File: config.mk
export PLATFORM = sky130hd
export DESIGN_NAME = program_encoder_flat
export DESIGN_NICKNAME = d
export VERILOG_FILES = /design/src/rtl/nic8_isa_pkg.sv /design/src/rtl/program_encoder_if.sv /design/src/rtl/nic8_op_pack.sv /design/src/rtl/program_encoder.sv /design/src/flat_wrapper.sv
export SDC_FILE = /design/constraint.sdc
export NUM_CORES = 1
export LEC_CHECK = 0
export CAP_MARGIN = 20
export CORE_AREA = 5 5 93 95
export CTS_CLUSTER_DIAMETER = 30
export DETAILED_ROUTE_END_ITERATION = 6
export DIE_AREA = 0 0 98 100
export HOLD_SLACK_MARGIN = 0.08
export PLACE_DENSITY = 0.68
export SLEW_MARGIN = 40
export SYNTH_ARGS = -nofsm -noshare
export SYNTH_HDL_FRONTEND = slang
export SYNTH_SLANG_ARGS = --single-unit
File: constraint.sdc
create_clock -name clk -period 4.8 [get_ports clk]
set_clock_uncertainty 0.05 [all_clocks]
set_input_delay 0.48 -clock clk [delete_from_list [all_inputs] [get_ports clk]]
set_output_delay 0.48 -clock clk [all_outputs]
set_load 0.05 [all_outputs]
File: src/rtl/nic8_isa_pkg.sv
`default_nettype none
// ============================================================================
// Module  : nic8_isa_pkg
// Brief   : nic8 instruction-field encodings, encoder FSM states, op packer.
// Revision: 1.0 - initial release
// ============================================================================
package nic8_isa_pkg;

    localparam int OPCODE_W = 8;

    localparam logic [2:0] DEST_IR  = 3'd0;
    localparam logic [2:0] DEST_PC  = 3'd1;
    localparam logic [2:0] DEST_A   = 3'd2;
    localparam logic [2:0] DEST_B   = 3'd3;
    localparam logic [2:0] DEST_X   = 3'd4;
    localparam logic [2:0] DEST_MEM = 3'd5;
    localparam logic [2:0] DEST_Q   = 3'd6;
    localparam logic [2:0] DEST_QHI = 3'd7;

    localparam logic [2:0] SRC_ROM  = 3'd0;
    localparam logic [2:0] SRC_ZERO = 3'd1;
    localparam logic [2:0] SRC_A    = 3'd2;
    localparam logic [2:0] SRC_B    = 3'd3;
    localparam logic [2:0] SRC_X    = 3'd4;
    localparam logic [2:0] SRC_RAM  = 3'd5;
    localparam logic [2:0] SRC_ALU  = 3'd6;
    localparam logic [2:0] SRC_S    = 3'd7;

    typedef enum logic [1:0] {
        ST_IDLE = 2'd0,
        ST_OP   = 2'd1,
        ST_IMM  = 2'd2
    } encState_t;

    // Fields are packed verbatim; bit7 is kept even for non-PC destinations.
    function automatic logic [OPCODE_W-1:0] pack_op(input logic       bit7,
                                                    input logic [2:0] dest,
                                                    input logic       bit3,
                                                    input logic [2:0] source);
        return {bit7, dest, bit3, source};
    endfunction

endpackage
`default_nettype wire

File: src/rtl/program_encoder_if.sv
`default_nettype none
// ============================================================================
// Module  : program_encoder_if
// Brief   : Op request channel plus program-memory write port of the encoder.
// Revision: 1.0 - initial release
// ============================================================================
interface program_encoder_if #(
    parameter int ADDR_W = 8
);
    logic              in_valid;
    logic              in_ready;
    logic [2:0]        in_dest;
    logic [2:0]        in_source;
    logic              in_bit3;
    logic              in_bit7;
    logic [7:0]        in_imm;
    logic              wr_en;
    logic [ADDR_W-1:0] wr_addr;
    logic [7:0]        wr_data;

    modport master (
        output in_valid, in_dest, in_source, in_bit3, in_bit7, in_imm,
        input  in_ready, wr_en, wr_addr, wr_data
    );

    modport slave (
        input  in_valid, in_dest, in_source, in_bit3, in_bit7, in_imm,
        output in_ready, wr_en, wr_addr, wr_data
    );
endinterface
`default_nettype wire

File: src/rtl/nic8_op_pack.sv
`default_nettype none
// ============================================================================
// Module  : nic8_op_pack
// Brief   : Combinational opcode packer with destination legality check.
// Revision: 1.0 - initial release
// ============================================================================
module nic8_op_pack
    import nic8_isa_pkg::*;
(
    input  wire logic                i_bit7,
    input  wire logic [2:0]          i_dest,
    input  wire logic                i_bit3,
    input  wire logic [2:0]          i_source,
    output logic      [OPCODE_W-1:0] o_opcode,
    output logic                     o_legal
);
    assign o_opcode = pack_op(i_bit7, i_dest, i_bit3, i_source);
    // Qhi has no hardware behind it.
    assign o_legal  = (i_dest != DEST_QHI);
endmodule
`default_nettype wire

File: src/rtl/program_encoder.sv
`default_nettype none
// ============================================================================
// Module  : program_encoder
// Brief   : Packs symbolic nic8 ops into opcode (+ immediate) bytes and writes
//           them sequentially into program memory.
// Revision: 1.0 - initial release
// ============================================================================
module program_encoder
    import nic8_isa_pkg::*;
#(
    parameter int ADDR_W = 8,
    parameter int DEPTH  = 256
) (
    input  wire logic          clk,
    input  wire logic          resetBar,
    input  wire logic          clear,
    program_encoder_if.slave   bus,
    output logic [ADDR_W:0]    count,
    output logic               full,
    output logic               err
);
    localparam logic [ADDR_W:0] c_DEPTH = (ADDR_W+1)'(DEPTH);

    encState_t         r_state, w_stateNext;
    logic [ADDR_W-1:0] r_addr, w_addrNext;
    logic [ADDR_W:0]   r_count, w_countNext;
    logic              r_full, w_fullNext;
    logic              r_err, w_errNext;
    logic              r_ready, w_readyNext;
    logic              r_wrEn, w_wrEnNext;
    logic [ADDR_W-1:0] r_wrAddr, w_wrAddrNext;
    logic [7:0]        r_wrData, w_wrDataNext;
    logic [7:0]        r_imm, w_immNext;
    logic              r_hasImm, w_hasImmNext;

    logic [OPCODE_W-1:0] w_opcode;
    logic                w_legal;
    logic [ADDR_W:0]     w_countInc;

    nic8_op_pack u_pack (
        .i_bit7   (bus.in_bit7),
        .i_dest   (bus.in_dest),
        .i_bit3   (bus.in_bit3),
        .i_source (bus.in_source),
        .o_opcode (w_opcode),
        .o_legal  (w_legal)
    );

    assign w_countInc = r_count + (ADDR_W+1)'(1);

    always_ff @(posedge clk or negedge resetBar) begin
        if (!resetBar) begin
            r_state  <= ST_IDLE;
            r_addr   <= '0;
            r_count  <= '0;
            r_full   <= 1'b0;
            r_err    <= 1'b0;
            r_ready  <= 1'b0;
            r_wrEn   <= 1'b0;
            r_wrAddr <= '0;
            r_wrData <= '0;
            r_imm    <= '0;
            r_hasImm <= 1'b0;
        end else begin
            r_state  <= w_stateNext;
            r_addr   <= w_addrNext;
            r_count  <= w_countNext;
            r_full   <= w_fullNext;
            r_err    <= w_errNext;
            r_ready  <= w_readyNext;
            r_wrEn   <= w_wrEnNext;
            r_wrAddr <= w_wrAddrNext;
            r_wrData <= w_wrDataNext;
            r_imm    <= w_immNext;
            r_hasImm <= w_hasImmNext;
        end
    end

    // Write strobes and data are registered from the next state, so the
    // byte belonging to state OP/IMM is on the port during that state.
    always_comb begin
        w_stateNext  = r_state;
        w_addrNext   = r_addr;
        w_countNext  = r_count;
        w_fullNext   = r_full;
        w_errNext    = r_err;
        w_wrEnNext   = 1'b0;
        w_wrAddrNext = r_wrAddr;
        w_wrDataNext = r_wrData;
        w_immNext    = r_imm;
        w_hasImmNext = r_hasImm;

        if (clear) begin
            w_stateNext  = ST_IDLE;
            w_addrNext   = '0;
            w_countNext  = '0;
            w_fullNext   = 1'b0;
            w_errNext    = 1'b0;
            w_wrAddrNext = '0;
            w_wrDataNext = '0;
            w_immNext    = '0;
            w_hasImmNext = 1'b0;
        end else begin
            case (r_state)
                ST_IDLE: begin
                    if (bus.in_valid && r_ready) begin
                        if (w_legal) begin
                            w_stateNext  = ST_OP;
                            w_wrEnNext   = 1'b1;
                            w_wrAddrNext = r_addr;
                            w_wrDataNext = w_opcode;
                            w_immNext    = bus.in_imm;
                            w_hasImmNext = (bus.in_source == SRC_ROM);
                        end else begin
                            w_errNext = 1'b1;
                        end
                    end
                end
                ST_OP, ST_IMM: begin
                    w_addrNext  = r_addr + ADDR_W'(1);
                    w_countNext = w_countInc;
                    w_fullNext  = (c_DEPTH - w_countInc) < (ADDR_W+1)'(2);
                    if (r_state == ST_OP && r_hasImm) begin
                        w_stateNext  = ST_IMM;
                        w_wrEnNext   = 1'b1;
                        w_wrAddrNext = r_addr + ADDR_W'(1);
                        w_wrDataNext = r_imm;
                    end else begin
                        w_stateNext = ST_IDLE;
                    end
                end
                default: w_stateNext = ST_IDLE;
            endcase
        end
        w_readyNext = (w_stateNext == ST_IDLE) && !w_fullNext && !clear;
    end

    // clear suppresses any write already scheduled for this cycle.
    assign bus.wr_en    = r_wrEn & ~clear;
    assign bus.wr_addr  = r_wrAddr;
    assign bus.wr_data  = r_wrData;
    assign bus.in_ready = r_ready;
    assign count        = r_count;
    assign full         = r_full;
    assign err          = r_err;
endmodule
`default_nettype wire

File: src/flat_wrapper.sv
// flat-port wrapper written by rule: the top's interface ports become plain ports
module program_encoder_flat import nic8_isa_pkg::*;
#(
    parameter int ADDR_W = 8,
    parameter int DEPTH  = 256
)
  (clk, resetBar, clear, count, full, err, bus_in_valid, bus_in_dest, bus_in_source, bus_in_bit3, bus_in_bit7, bus_in_imm, bus_in_ready, bus_wr_en, bus_wr_addr, bus_wr_data);
  program_encoder_if #(.ADDR_W(ADDR_W)) bus_i ();
  input  wire logic clk;
  input  wire logic resetBar;
  input  wire logic clear;
  output logic [ADDR_W:0] count;
  output logic full;
  output logic err;
  input wire logic [$bits(bus_i.in_valid)-1:0] bus_in_valid;
  input wire logic [$bits(bus_i.in_dest)-1:0] bus_in_dest;
  input wire logic [$bits(bus_i.in_source)-1:0] bus_in_source;
  input wire logic [$bits(bus_i.in_bit3)-1:0] bus_in_bit3;
  input wire logic [$bits(bus_i.in_bit7)-1:0] bus_in_bit7;
  input wire logic [$bits(bus_i.in_imm)-1:0] bus_in_imm;
  output wire logic [$bits(bus_i.in_ready)-1:0] bus_in_ready;
  output wire logic [$bits(bus_i.wr_en)-1:0] bus_wr_en;
  output wire logic [$bits(bus_i.wr_addr)-1:0] bus_wr_addr;
  output wire logic [$bits(bus_i.wr_data)-1:0] bus_wr_data;
  assign bus_i.in_valid = bus_in_valid;
  assign bus_i.in_dest = bus_in_dest;
  assign bus_i.in_source = bus_in_source;
  assign bus_i.in_bit3 = bus_in_bit3;
  assign bus_i.in_bit7 = bus_in_bit7;
  assign bus_i.in_imm = bus_in_imm;
  assign bus_in_ready = bus_i.in_ready;
  assign bus_wr_en = bus_i.wr_en;
  assign bus_wr_addr = bus_i.wr_addr;
  assign bus_wr_data = bus_i.wr_data;
  program_encoder #(.ADDR_W(ADDR_W), .DEPTH(DEPTH)) u_core (.clk(clk), .resetBar(resetBar), .clear(clear), .bus(bus_i), .count(count), .full(full), .err(err));
endmodule
==> impl_metrics.yaml <==
final_layout:
  fillers: 743
  finalNetCount: 316
  register_area_sq_um: 1201
  postLayoutCoreUtil_pct: 41.72
  design_area_sq_um: 3191
  syn_to_final_growth_pct: 24.57
  multi_input_area_sq_um: 1235
  n_antenna_cell: 0
  drive_gt1_share_pct: 9.589
power_and_ir_drop:
  p_leak_nw: 1.340
  pwr-share-clk_pct: 33.0
  seqPwrFrac_pct: 48.6
  powerDensity_nw_per_um2: 279.8
  p_sw_share_pct: 28.43
  vdd_ir_drop_max_mv: 0.09985
  switchingPower_mw: 0.2538
  pwr-share-comb_pct: 18.4
  internal-power_mw: 0.6389
yosys:
  mappedNetlistArea_sq_um: 2561
  synth_most_common_cell: "dfrtp_1"
  synth_top_area_share_pct: 46.90
  synth_edf_count: 0
  synth_fp_nets: 275
  syn_inst: 250
  synth.avg_cell_area_sq_um: 10.24
  ys_async_sr_fraction_pct: 100.0
  synth_cell_types: 49
  synth_flop_cell: "dfrtp_1"
  yosysTopAreaCell: "dfrtp_1"
  netlist_top_cells_area: "dfrtp_1, mux2i_1, nand2_1"
  ys_seq_area_share_pct: 46.90
  ys_ff_latch: 48
  synth-warning-count: 0
  synth_common_cells: "dfrtp_1, nand2_1, nor2_1"
placed_design:
  finalWeightedCongestion: 0.7719
  io_buffer_count: 48
  dp_hpwl_mm: 3.992
  placedInstanceArea_sq_um: 3079
  place_ws_ns: 2.351
timing:
  period_share_pct: 51.56
  fin_crit_ns: 2.475
  fmax_mhz: 404.0
  setup_violations: 0
  finalSetupTns_ns: 0
  finalHoldViolCount: 0
  relSlewSlack_pct: 47.38
  tightest_slew_ns: 0.7893
  finalMaxSlewViolations: 0
  rsz0062_at_grt: "false"
  timing.final.ws_setup_ns: 2.325
worst_setup_path:
  cp_max_fo: 15
  reg2regPathDepth: 7
  worst_ep_arrival_time_ns: 2.67
  cp-end-kind: "register"
  criticalPathCategory: "reg2reg"
  cp.required_ns: 5.00
  cp-start-kind: "register"
clock_network:
  cts_resized: 0
  cts_tree: "built"
  root_buffer: "clkbuf_8"
  cts_buffers: 5
  hold_buffers: 0
  clkLatencyLatePin_ns: 0.30
  clock_sink_count: 48
  clkTransAtPathRegs_ns: 0.09
  htreeDepth: 2
  cts_max_path_buffers: 2
  cts_setup_buffers: 0
global_route:
  track_usage_pct: 11.95
  grt_pass1_wl_mm: 9.687
  grt_overflow: 0
  antenna_found_initial: 0
  grt_pass1_vias: 1963
  grt_max_degree: 49
floorplan:
  pin_count: 49
  start_util_pct: 33.49
  rows: 32
  die_area_sq_um: 9800
  die_height_microns: 100
  die_w_microns: 98
  core_sq_um: 7647
routing:
  dr.pass1.iters: 4
  wire_per_inst_microns: 14.28
  vias_per_cell: 5.046
  via_count: 1988
  detail-route-antenna-nets: 0
  drt_wl_total_mm: 5.628
  drc: 0
  drt-initial-drc-count: 89
flow_run:
  drv_cap: 0
min_path:
  hp-class: "in2async"
status:
  outcome: "complete, no violations"
## path summary, 6_finish.rpt
check | startpoint | endpoint | slack, ns
worst min register to register | u_core.bus.wr_data[4] | u_core.bus.wr_data[4] | 0.44
min in group clk | u_core.bus.wr_data[4] | u_core.bus.wr_data[4] | 0.44
worst max-delay path | u_core.r_state[0] | u_core.bus.wr_addr[7] | 2.32
worst max register to register | u_core.r_state[0] | u_core.bus.wr_addr[7] | 2.32
worst min-delay path | resetBar | u_core.r_addr[3] | 0.12
max in group asynchronous | resetBar | u_core.bus.wr_data[3] | 4.18
## stage by stage
| stage | hold slack, ns | std cells | total power, mW |
|---|---|---|---|
| global placement | 0.4193 | 386 | 0.6062 |
| finish | 0.1208 | 394 | 0.8927 |
| CTS | 0.1521 | 394 | 0.9020 |
| floorplan | 0.1344 | 250 | 0.5447 |
| global route | 0.1768 | 394 | 0.9358 |
| detailed placement | 0.4199 | 386 | 0.6079 |
## cell usage in the layout (no fill, tap or decap), types with 2 or more instances in the layout
cell and count:
a211oi_1 3, a21oi_1 7, a21oi_2 2, a22o_1 9
and2_1 2, and3_1 2, buf_4 4, clkbuf_8 5
clkdlybuf4s50_1 47, dfrtp_1 48, ha_1 5, inv_1 4
mux2_1 2, mux2_2 6, mux2i_1 13, nand2_1 22
nand2b_1 2, nand3_1 10, nand4_1 7, nor2_1 20
nor2b_1 5, nor3_1 5, nor4_1 2, o21ai_0 8
o21ai_1 2, o31ai_1 11, or3_1 4, xnor2_1 5
xor2_1 8
## metal layers
metal / up-vias / global-route usage (%) / part of all wire [%]
met3: 6 / 3.058 / 5.2
met5: - / 0 / 0
met2: 53 / 18.38 / 46
li1: 980 / - / -
met4: 0 / 3.195 / 1.1
met1: 949 / 16.77 / 48
## state kept, by name (all words and copies together), names as in the netlist
register / cells
u_core.bus.in_ready: 1
u_core.r_hasImm: 1
u_core.r_wrEn: 1
u_core.full: 1
u_core.bus.wr_addr: 8
u_core.r_state: 2
u_core.r_imm: 8
u_core.r_addr: 8
u_core.err: 1
u_core.count: 9
u_core.bus.wr_data: 8
## critical path: stages (launching register included)
cell and delay, ns:
dfrtp_1 0.42, inv_1 0.07, ha_1 0.62, buf_4 0.32, nand4_1 0.22, or3_1 0.40, a21oi_1 0.18, mux2_1 0.15
## power by group through the flow
stage / combinational, mW / sequential [mW] / clock [mW]
final: 0.164 / 0.434 / 0.295
after global routing: 0.179 / 0.437 / 0.320
after CTS: 0.166 / 0.434 / 0.302
after detailed placement: 0.166 / 0.442 / 0
after global placement: 0.164 / 0.442 / 0
after floorplan: 0.0665 / 0.478 / 0
## area by class of cell
type	instances	share of cell area [%]
clock inverters	3	1.333
clock buffers	5	2.157
inverters	4	0.4706
multi-input cells	181	38.71
well taps	102	4.000
flip-flops and latches	48	37.65
repair buffers	51	15.69
## cells by family (layout without fill, tap and decap cells)
| kind of cell | count (synthesis) | after routing | share of synthesized area (%) |
|---|---|---|---|
| muxes | 21 | 21 | 8.598 |
| buffers and inverters | 21 | 63 | 4.884 |
| and+or+nand+nor | 89 | 89 | 17.64 |
| DFF | 48 | 48 | 46.90 |
| AOI/OAI and AO/OA | 53 | 53 | 15.10 |
| xor gates and xnor gates | 13 | 13 | 4.446 |
| adders and majority gates | 5 | 5 | 2.443 |
Note: power is estimated with default switching activity, not from simulation.
